===== src/rtl/lfsr_pkg.sv =====
// Shared types and default constants for the LFSR pseudo-random generator.
package lfsr_pkg;

  typedef enum logic {
    LFSR_GALOIS    = 1'b0,
    LFSR_FIBONACCI = 1'b1
  } lfsr_mode_e;

  localparam logic [31:0] LFSR_DEF_POLY32 = 32'h8020_0003;
  localparam logic [31:0] LFSR_DEF_SEED   = 32'h0000_0001;

endpackage


===== src/rtl/lfsr_step.sv =====
// Single-shift LFSR next-state function, Galois or Fibonacci form.
module lfsr_step
  import lfsr_pkg::*;
#(
  parameter int DATA_WIDTH = 32
) (
  input  lfsr_mode_e            mode,
  input  logic [DATA_WIDTH-1:0] poly,
  input  logic [DATA_WIDTH-1:0] state,
  output logic [DATA_WIDTH-1:0] next
);

  logic [DATA_WIDTH-2:0] taps;

  always_comb begin
    taps = poly[DATA_WIDTH-2:0] & {(DATA_WIDTH-1){state[0]}};
    next = state;
    if (mode == LFSR_GALOIS) begin
      // Galois: the bit shifted out wraps to the top and toggles tapped bits.
      next = {state[0], state[DATA_WIDTH-1:1] ^ taps};
    end else begin
      next = {^(state & poly), state[DATA_WIDTH-1:1]};
    end
  end

endmodule


===== src/rtl/lfsr_prng.sv =====
// Runtime-programmable LFSR PRNG with valid/ready output, STEP shifts per
// consumed word, and automatic all-zero lockup recovery with a sticky flag.
module lfsr_prng
  import lfsr_pkg::*;
#(
  parameter int                    DATA_WIDTH = 32,
  parameter int                    STEP       = 1,
  parameter logic [DATA_WIDTH-1:0] DEF_POLY   = DATA_WIDTH'(LFSR_DEF_POLY32),
  parameter logic [DATA_WIDTH-1:0] DEF_SEED   = DATA_WIDTH'(LFSR_DEF_SEED),
  parameter int                    CNT_WIDTH  = 32
) (
  input  logic                  clk_i,
  input  logic                  rst_i,
  input  logic                  mode_i,
  input  logic                  poly_wr_i,
  input  logic [DATA_WIDTH-1:0] poly_i,
  input  logic                  seed_wr_i,
  input  logic [DATA_WIDTH-1:0] seed_i,
  input  logic                  ready_i,
  output logic                  valid_o,
  output logic [DATA_WIDTH-1:0] dat_o,
  output logic [CNT_WIDTH-1:0]  cnt_o,
  input  logic                  lockup_clr_i,
  output logic                  lockup_o
);

  if (DATA_WIDTH < 3) begin : g_bad_width
    $error("lfsr_prng: DATA_WIDTH must be at least 3");
  end
  if (STEP < 1 || STEP > DATA_WIDTH) begin : g_bad_step
    $error("lfsr_prng: STEP must be in 1..DATA_WIDTH");
  end
  if (DEF_SEED == '0) begin : g_bad_seed
    $error("lfsr_prng: DEF_SEED must be nonzero");
  end

  logic [DATA_WIDTH-1:0] state_q;
  logic [DATA_WIDTH-1:0] poly_q;
  logic [CNT_WIDTH-1:0]  cnt_q;
  logic                  valid_q;
  logic                  lockup_q;

  logic [STEP:0][DATA_WIDTH-1:0] chain;
  lfsr_mode_e                    mode;
  logic                          advance;
  logic                          load;
  logic                          zero_hit;
  logic [DATA_WIDTH-1:0]         cand;
  logic [DATA_WIDTH-1:0]         state_d;
  logic [CNT_WIDTH-1:0]          cnt_d;

  assign mode     = lfsr_mode_e'(mode_i);
  assign chain[0] = state_q;

  for (genvar g = 0; g < STEP; g++) begin : g_chain
    lfsr_step #(
      .DATA_WIDTH(DATA_WIDTH)
    ) u_step (
      .mode (mode),
      .poly (poly_q),
      .state(chain[g]),
      .next (chain[g+1])
    );
  end

  // A seed write consumes any coincident handshake but suppresses the advance.
  assign advance = valid_q & ready_i & ~seed_wr_i;

  always_comb begin
    cand  = state_q;
    cnt_d = cnt_q;
    load  = 1'b0;
    if (seed_wr_i) begin
      cand  = seed_i;
      cnt_d = '0;
      load  = 1'b1;
    end else if (advance) begin
      cand  = chain[STEP];
      cnt_d = cnt_q + CNT_WIDTH'(1);
      load  = 1'b1;
    end
    // Zero is absorbing in both forms, so only the chain end needs checking.
    zero_hit = load && (cand == '0);
    state_d  = zero_hit ? DEF_SEED : cand;
  end

  always_ff @(posedge clk_i) begin
    if (rst_i) begin
      state_q  <= DEF_SEED;
      poly_q   <= DEF_POLY;
      cnt_q    <= '0;
      valid_q  <= 1'b0;
      lockup_q <= 1'b0;
    end else begin
      state_q <= state_d;
      cnt_q   <= cnt_d;
      valid_q <= 1'b1;
      if (poly_wr_i) begin
        poly_q <= poly_i;
      end
      if (zero_hit) begin
        lockup_q <= 1'b1;
      end else if (lockup_clr_i) begin
        lockup_q <= 1'b0;
      end
    end
  end

  assign valid_o  = valid_q;
  assign dat_o    = state_q;
  assign cnt_o    = cnt_q;
  assign lockup_o = lockup_q;

endmodule


===== config.mk =====
export PLATFORM = sky130hd
export DESIGN_NAME = lfsr_prng
export DESIGN_NICKNAME = d
export VERILOG_FILES = /design/src/rtl/lfsr_pkg.sv /design/src/rtl/lfsr_step.sv /design/src/rtl/lfsr_prng.sv
export SDC_FILE = /design/constraint.sdc
export NUM_CORES = 1
export LEC_CHECK = 0
export ABC_AREA = 0
export CAP_MARGIN = 20
export CORE_ASPECT_RATIO = 0.75
export CORE_MARGIN = 4
export CORE_UTILIZATION = 54
export DETAILED_ROUTE_END_ITERATION = 10
export PLACE_DENSITY = 0.87
export SLEW_MARGIN = 20
export SYNTH_ARGS = -nofsm -noshare
export SYNTH_HDL_FRONTEND = slang
export SYNTH_SLANG_ARGS = --single-unit

===== constraint.sdc =====
create_clock -name clk_i -period 4.54 [get_ports clk_i]
set_clock_uncertainty 0.15 [all_clocks]
set_input_delay 0.681 -clock clk_i [delete_from_list [all_inputs] [get_ports clk_i]]
set_output_delay 0.681 -clock clk_i [all_outputs]
set_load 0.1 [all_outputs]

Yosys cells after proc, flatten, opt, wreduce, memory -nomap -nowiden
Index checks and enable logic that the tools add are counted.
- bits in writable memories: 0
- input port bits: 71
- bits in registers: 98
- memories kept: 0
- bits in read-only memories: 0
- latch bits: 0
- $lt $le $gt $ge: 0
- multiplexer cells: 8
- equality and inequality tests: 0
- reduce and logical (&&, ||, !) cells: 6
- multipliers: 0
- add/subtract/negate cells: 1
- shift operators: 0
- div/mod/pow operators: 0
- bitwise logic cells: 6
- operators by type and width (kind ; count):
    $mux W32 ; 3
    $add A32 B1 Y32 const B ; 1
    $and A32 B32 Y32 ; 1
    $logic_not A32 Y1 ; 1
    $reduce_xor A32 Y1 ; 1
    $and A31 B31 Y31 ; 1
    $xor A31 B31 Y31 ; 1
    $mux W1 ; 5
    $reduce_or A2 Y1 ; 2
    $and A1 B1 Y1 ; 2
    $reduce_bool A2 Y1 ; 1
    $logic_and A1 B1 Y1 ; 1
    $not A1 Y1 ; 1

Longest topological paths before layout
Gate-level depths: netlist of the first run.
- depth after elaboration: 8
- mapped depth: 11

Modules after synthesis
From an unflattened synthesis of the first run, not the netlist that was laid out.
- cell total of the unflattened synthesis: 665
- area, all modules: 5442.7 µm²
- by module, submodules not included (module ; area each (µm²) ; instances ; cells an instance):
    lfsr_prng ; 4634.4 ; 1 ; 534
    lfsr_step ; 808.3 ; 1 ; 131

Least setup slack after synthesis of the first run
Ideal clock, no wire load.
- path kind: register -> register
- from: register state_q[17], in the netlist dat_o[17]
- to: register state_q[31], in the netlist dat_o[31]
- cell stages (with the launch flop): 11
- setup time: 0.066 ns
- data required time: 4.324 ns
- path buffers: 1
- setup slack: 1.730 ns
- clock period less this slack: 2.810 ns
- arrival time: 2.594 ns
- cells stage by stage: dfxtp_1 buf_2 nand2_1 xor2_1 xnor2_1 xnor2_1 xnor2_1 xnor2_1 a21oi_1 a211o_1 a21oi_2
- word-level cells in the longest chain between the ends: 8
- elaborated cells on any way between the ends: 9
- RTL lines (item ; line ; text):
    from (decl) ; lfsr_prng.sv:37 ; logic [DATA_WIDTH-1:0] state_q;
    from (signal assigned) ; lfsr_prng.sv:95 ; state_q <= state_d;
    $and A32 B32 Y32 ; lfsr_step.sv:22 ; next = {^(state & poly), state[DATA_WIDTH-1:1]};
    $reduce_xor A32 Y1 ; lfsr_step.sv:22 ;
    $mux W32 ; lfsr_step.sv:18 ; if (mode == LFSR_GALOIS) begin
    $mux W32 (*) ; lfsr_prng.sv:77 ; end else if (advance) begin
    $mux W32 (*) ; lfsr_prng.sv:73 ; if (seed_wr_i) begin
    $logic_not A32 Y1 ; lfsr_prng.sv:83 ; zero_hit = load && (cand == '0);
    $logic_and A1 B1 Y1 ; lfsr_prng.sv:83 ;
    $reduce_or A2 Y1 (no line) ; -- ;
Mark *: on every way between the ends. The rest lies on a longest branch, timed or not.
A chain may end at the register's enable or synchronous reset.

Worst setup path after layout of the first run
- from: input ready_i
- to: register lockup_q, in the netlist lockup_o
- word-level cells in the longest chain between the ends: 7
- elaborated cells on any way between the ends: 10
- RTL lines (item ; line ; text):
    from (decl) ; lfsr_prng.sv:19 ; input logic ready_i,
    $and A1 B1 Y1 (*) (2 in a row) ; lfsr_prng.sv:67 ; assign advance = valid_q & ready_i & ~seed_wr_i;
    $mux W32 ; lfsr_prng.sv:77 ;
    $mux W32 ; lfsr_prng.sv:73 ;
    $logic_not A32 Y1 ; lfsr_prng.sv:83 ;
    $logic_and A1 B1 Y1 (*) ; lfsr_prng.sv:83 ;
    $mux W1 or $reduce_bool A2 Y1 (tied branches) ; -- ;
    to (signal assigned) ; lfsr_prng.sv:93 ; lockup_q <= 1'b0;
    to (signal assigned) ; lfsr_prng.sv:102 ; lockup_q <= 1'b1;
    to (signal assigned) ; lfsr_prng.sv:104 ; lockup_q <= 1'b0;
    to (decl) ; lfsr_prng.sv:41 ; logic lockup_q;
Marked as above.

==> results of run 1 <==
[cell usage after synthesis (2+ instances only)]
cell | count | area share
dfxtp_1 | 98 | 0.36
mux2i_1 | 35 | 0.064
o21ai_1 | 2 | 0.0018
xnor2_2 | 4 | 0.012
a32oi_1 | 3 | 0.0048
and3_1 | 6 | 0.0068
or4_1 | 3 | 0.0041
buf_2 | 7 | 0.0064
nor3b_1 | 4 | 0.0054
clkbuf_1 | 17 | 0.012
inv_1 | 5 | 0.0034
and2_1 | 8 | 0.0091
a21oi_1 | 44 | 0.040
and4_1 | 3 | 0.0048
nand3b_1 | 2 | 0.0027
o21ai_0 | 21 | 0.019
nand2_2 | 3 | 0.0034
a211oi_1 | 24 | 0.033
xor2_1 | 45 | 0.071
buf_6 | 4 | 0.0082
nand2b_1 | 4 | 0.0045
nand3_1 | 8 | 0.0073
nor4_1 | 4 | 0.0045
nand2_1 | 89 | 0.061
nand4_1 | 6 | 0.0068
nor4bb_1 | 7 | 0.013
nor2_2 | 3 | 0.0034
nor2_1 | 119 | 0.081
o32ai_1 | 6 | 0.0095
xnor2_1 | 44 | 0.070
a31oi_1 | 8 | 0.0091
or3_1 | 7 | 0.0079
buf_4 | 4 | 0.0054
clkbuf_8 | 6 | 0.015
nor3_1 | 5 | 0.0045
buf_1 | 4 | 0.0027
[power by group through the flow]
| stage | Clock, W | Sequential [W] | Combinational [W] |
|---|---|---|---|
| 3_3_place_gp | 0 | 0.000983 | 0.000495 |
| 6_report | 0.000769 | 0.000970 | 0.000508 |
| 4_1_cts | 0.000771 | 0.000966 | 0.000504 |
| 3_5_place_dp | 0 | 0.000985 | 0.000501 |
| 2_1_floorplan | 0 | 0.00109 | 0.000236 |
| 5_1_grt | 0.000809 | 0.000974 | 0.000539 |
[path summary, 6_finish.rpt]
kind         endpoint
max          lockup_o
min          lockup_o
max reg2reg  lockup_o
min reg2reg  lockup_o
[per-layer routing]
layer / vias up / wire length, um / track usage
li1: 2529 / - / -
met1: 2504 / 7250 / 0.390
met2: 324 / 7510 / 0.433
met3: 45 / 1790 / 0.0694
met4: 0 / 415 / 0.0776
met5: - / 0 / 0
[area by class of cell]
cell class              count  share of cell area
well taps                 132              0.0234
flip-flops and latches     98               0.277
multi-input cells         533               0.461
inverters                   6             0.00319
clock inverters             2             0.00531
repair buffers            139               0.194
clock buffers              12              0.0363
[through the flow]
stage          utilization  hold WS, ns  cells
2_1_floorplan            -        0.291    679
3_3_place_gp         0.691        0.335    908
3_5_place_dp         0.691        0.349    908
4_1_cts              0.721        0.364    922
5_1_grt              0.721        0.389    922
6_report             0.721        0.366    922
[critical path, cell delays in order]
cell and delay [ns]:
clkdlybuf4s50_1 0.51, and2_2 0.62, mux2i_1 0.25, o21ai_0 0.13
nor4_1 0.45, nand4_1 0.20, nor4_1 0.33, o21ai_1 0.15
a21oi_1 0.14
[state kept, by name, indices dropped and copies added, names as in the netlist]
name	count
valid_o	1
lockup_o	1
cnt_o	32
poly_q	32
dat_o	32
[logic make-up after synthesis]
family | after synthesis | share of synthesized area
buffers and inverters | 48 | 0.0533
AO/OA/AOI/OAI | 114 | 0.126
XOR/XNOR | 93 | 0.153
flip-flops | 98 | 0.356
adder cells (fa/ha/maj) | 1 | 0.00227
AND/OR/NAND/NOR | 290 | 0.246
multiplexers | 35 | 0.0636
==> flow_metrics.py, run 1 <==
metrics = {
    "run_status": {
        "status": "completed",
    },
    "layout": {
        "final_cell_mix": "133 x clkdlybuf4s50_1, 119 x nor2_1, 98 x dfxtp_1",
        "layout-drive-gt1-share": 0.0456,
        "final_nets": 859,
        "area_growth_pct": 28.3,
        "fill_cells": 756,
        "antennaDiodeCount": 0,
        "multi_input_area_um2": 3260,
        "mostFrequentLayoutCell": "clkdlybuf4s50_1",
        "regArea_um2": 1960,
        "finalInstanceArea_um2": 7070,
    },
    "pwr": {
        "power.density_nw_per_um2": 318,
        "vdd_ir_drop_max_mv": 0.248,
        "clkPwrFrac": 0.342,
        "combPwrFrac": 0.226,
        "power_w": 0.00225,
        "p_sw_w": 0.000706,
        "power_leakage_nw": 2.49,
        "switching_share": 0.314,
        "p_seq_frac": 0.432,
        "intPower_w": 0.00154,
    },
    "sta": {
        "setup_ws_ns": 1.20,
        "finalSetupViolCount": 0,
        "min_period_ns": 3.34,
        "timing.final.crit_share": 0.737,
        "setup_tns_ns": 0,
        "worst_slew_pin_slew_ns": 1.01,
        "max_slew_margin": 0.324,
        "drv_slew": 0,
        "fmax_mhz": 299,
        "rsz0062_at_grt": "false",
        "hold_viol": 0,
    },
    "clock_tree": {
        "hold_buffers": 0,
        "clk_pin_slew_worst_paths_ns": 0.06,
        "numCtsBuffers": 9,
        "cts.path.max_buffers": 2,
        "root_buffer": "clkbuf_16",
        "cts.sinks": 98,
        "clk-insertion-delay-late_ns": 0.34,
        "post_cts_buffers": 0,
        "htree_levels": 3,
        "cts_tree": "built",
        "ctsResizeCount": 0,
    },
    "global_route": {
        "track_usage": 0.279,
        "antenna_found_initial": 0,
        "grt_max_degree": 60,
        "global_route.overflow_total": 0,
        "grt_pass1_wl_um": 26700,
        "grt_pass1_vias": 5018,
    },
    "die": {
        "die_w_um": 125,
        "start_util": 0.562,
        "ios": 137,
        "fp.dieH_um": 95.5,
        "fp.coreArea_um2": 9810,
        "die-area_um2": 11900,
        "row_count": 31,
    },
    "logic_synthesis": {
        "synth.avg_cell_area_um2": 8.12,
        "ys_seq_elements": 98,
        "synth_ff_type": "dfxtp_1",
        "synth_area_um2": 5510,
        "ys_seq_area_frac": 0.356,
        "ys_types": 53,
        "synth_edf_count": 0,
        "syn-num-nets": 751,
        "synthArstFlopShare": 0,
        "ys_warn_count": 0,
        "netlist_instances": 679,
    },
    "critical_path": {
        "crit_type": "input port to flip-flop",
        "cp.arrival_ns": 3.47,
        "worst_r2r_startpoint": "valid_o",
        "rrSetupSlack_ns": 1.66,
        "cp-end-kind": "flip-flop",
        "cp.required_ns": 4.66,
        "start_kind": "input port",
        "cp_max_fo": 34,
        "reg2reg_depth": 8,
        "startpoint": "ready_i",
    },
    "hold_path": {
        "hold_path_depth": 2,
        "hold_class": "flip-flop to flip-flop",
        "hp-start": "lockup_o",
    },
    "routing": {
        "wire_per_inst_um": 18.4,
        "wl_um": 17000,
        "ant_nets": 0,
        "viasPerCell": 5.86,
        "drt_iter0_markers": 557,
        "dr.pass1.iters": 5,
        "vias": 5402,
        "drc": 0,
    },
    "placed_design": {
        "hpwl_um": 12500,
        "port_buffers": 136,
        "pre_cts_slack_ns": 1.00,
        "gp_congestion": 0.928,
        "postPlaceCellArea_um2": 6780,
    },
    "flow_run": {
        "maxCapViolCount": 0,
    },
}
No activity file was read; power rests on OpenSTA's default activity.
==> inputs of run 2 (changes only) <==
--- a/config.mk
+++ b/config.mk
@@ -9,9 +9,9 @@
 export CAP_MARGIN = 20
 export CORE_ASPECT_RATIO = 0.75
 export CORE_MARGIN = 4
-export CORE_UTILIZATION = 54
+export CORE_UTILIZATION = 50
 export DETAILED_ROUTE_END_ITERATION = 10
-export PLACE_DENSITY = 0.87
+export PLACE_DENSITY = 0.81
 export SLEW_MARGIN = 20
 export SYNTH_ARGS = -nofsm -noshare
 export SYNTH_HDL_FRONTEND = slang
==> constraint.sdc (replaced) <==
create_clock -name clk_i -period 3.3 [get_ports clk_i]
set_clock_uncertainty 0.15 [all_clocks]
set_input_delay 0.495 -clock clk_i [delete_from_list [all_inputs] [get_ports clk_i]]
set_output_delay 0.495 -clock clk_i [all_outputs]
set_load 0.1 [all_outputs]
==> flow_metrics.py, run 2 (synthesis gave the netlist of run 1 again) <==
metrics = {
    "pwr": {
        "vdd_ir_drop_max_mv": 0.263,
        "power_leakage_nw": 2.68,
        "power.density_nw_per_um2": 452,
        "intPower_w": 0.00220,
        "switching_share": 0.306,
        "p_sw_w": 0.000970,
        "combPwrFrac": 0.220,
        "p_seq_frac": 0.420,
        "clkPwrFrac": 0.360,
    },
    "sta": {
        "holdWs_ns": 0.350,
        "drv_slew": 0,
        "setup_tns_ns": 0,
        "finalSetupViolCount": 0,
        "timing.final.crit_share": 0.861,
        "setup_ws_ns": 0.459,
        "rsz0062_at_grt": "false",
        "min_period_ns": 2.84,
        "worst_slew_pin_slew_ns": 1.01,
        "fmax_mhz": 352,
        "hold_viol": 0,
        "max_slew_margin": 0.325,
    },
    "die": {
        "die_w_um": 129,
        "fp.dieH_um": 98.9,
        "start_util": 0.524,
        "row_count": 32,
        "fp.coreArea_um2": 10500,
        "die-area_um2": 12800,
        "ios": 137,
    },
    "global_route": {
        "track_usage": 0.259,
        "grt_pass1_wl_um": 26400,
        "global_route.overflow_total": 0,
        "antenna_found_initial": 0,
        "grt_pass1_vias": 5079,
        "grt_max_degree": 37,
    },
    "critical_path": {
        "cp.arrival_ns": 2.96,
        "max_stage_delay_ns": 0.49,
        "rrSetupSlack_ns": 0.71,
        "startpoint": "ready_i",
        "cpMostUsedCell": "nor4_1",
        "reg2reg_depth": 9,
        "path_cells": "clkdlybuf4s50_1 > and2_2 > buf_4 > mux2i_1 > o21ai_0 > nor4_1 > nand4_1 > nor4_1 > o21ai_1 > a21oi_1",
        "cp.required_ns": 3.42,
        "start_kind": "input port",
        "r2r-end": "lockup_o",
        "critPathSlowestCell": "clkdlybuf4s50_1",
        "crit_type": "input port to flip-flop",
        "cp_max_fo": 16,
        "cp-end-kind": "flip-flop",
        "worst_r2r_startpoint": "valid_o",
    },
    "placed_design": {
        "gp_congestion": 0.922,
        "pre_cts_slack_ns": 0.148,
        "hpwl_um": 12700,
        "port_buffers": 136,
    },
    "routing": {
        "ant_nets": 0,
        "wire_per_inst_um": 18.0,
        "drt_iter0_markers": 601,
        "drc": 0,
        "dr.pass1.iters": 8,
        "wl_um": 16800,
        "viasPerCell": 5.75,
        "vias": 5375,
    },
    "hold_path": {
        "whs_endpoint": "cnt_o[25]",
        "hold_class": "flip-flop to flip-flop",
        "hold_path_depth": 2,
        "hp-start": "cnt_o[25]",
    },
    "clock_tree": {
        "ctsResizeCount": 0,
        "cts.path.max_buffers": 2,
        "root_buffer": "clkbuf_16",
        "hold_buffers": 0,
        "cts.sinks": 98,
        "numCtsBuffers": 9,
        "htree_levels": 3,
        "clk_pin_slew_worst_paths_ns": 0.06,
        "clk-insertion-delay-late_ns": 0.34,
        "cts_tree": "built",
        "post_cts_buffers": 0,
    },
    "flow_run": {
        "maxCapViolCount": 0,
    },
    "layout": {
        "final_cell_mix": "119 x nor2_1, 98 x dfxtp_1, 89 x nand2_1",
        "fill_cells": 858,
        "final_nets": 867,
        "area_growth_pct": 27.1,
        "layout-drive-gt1-share": 0.138,
        "mostFrequentLayoutCell": "nor2_1",
        "final_util": 0.666,
        "antennaDiodeCount": 0,
    },
    "run_status": {
        "status": "completed",
    },
}
run 2: critical path: cells and delay by family:
kind                   cells  cell delay (ns)
AND/OR/NAND/NOR            4             1.15
buffers and inverters      2             0.73
AO/OA/AOI/OAI              3             0.38
multiplexers               1             0.20
run 2: layout make-up:
cell class | count | area (um2) | area share
multi-input combinational | 533 | 3260 | 0.465
timing repair buffer | 147 | 1280 | 0.182
clock buffer | 13 | 260 | 0.0371
tap | 136 | 170 | 0.0243
clock inverter | 2 | 60.1 | 0.00857
sequential | 98 | 1960 | 0.280
inverter | 6 | 22.5 | 0.00321
run 2: worst max-delay path by stage:
| stage | to | slack [ns] | cells past startpoint |
|---|---|---|---|
| CTS | lockup_o | 0.50 | 10 |
| detailed placement | lockup_o | 0.15 | 10 |
| global route | lockup_o | 0.23 | 11 |
| finish | lockup_o | 0.46 | 10 |
| floorplan | dat_o[31] | 0.49 | 10 |
| global placement | lockup_o | 0.22 | 10 |
run 2: power groups by stage:
stage	Sequential [W]	Combinational, W	Clock (W)
2_1_floorplan	0.00151	0.000325	0
5_1_grt	0.00134	0.000747	0.00119
3_5_place_dp	0.00135	0.000692	0
3_3_place_gp	0.00135	0.000681	0
4_1_cts	0.00133	0.000696	0.00115
6_report	0.00133	0.000699	0.00114
run 2: per-stage QoR:
stage | total power [W] | cells | cell area (um2)
final | 0.00317 | 935 | 7010
after floorplan | 0.00183 | 679 | 5510
after global routing | 0.00327 | 935 | 7010
after CTS | 0.00317 | 935 | 7010
after global placement | 0.00203 | 920 | 6690
after detailed placement | 0.00204 | 920 | 6690
run 2: routing by layer:
layer  part of all wire  global-route usage  up-vias  routed length, um
met5                  0                   0        -                  0
met4              0.018              0.0678        0                310
met3              0.098              0.0742       37               1640
met2               0.44               0.395      277               7460
met1               0.44               0.360     2519               7390
li1                   -                   -     2542                  -
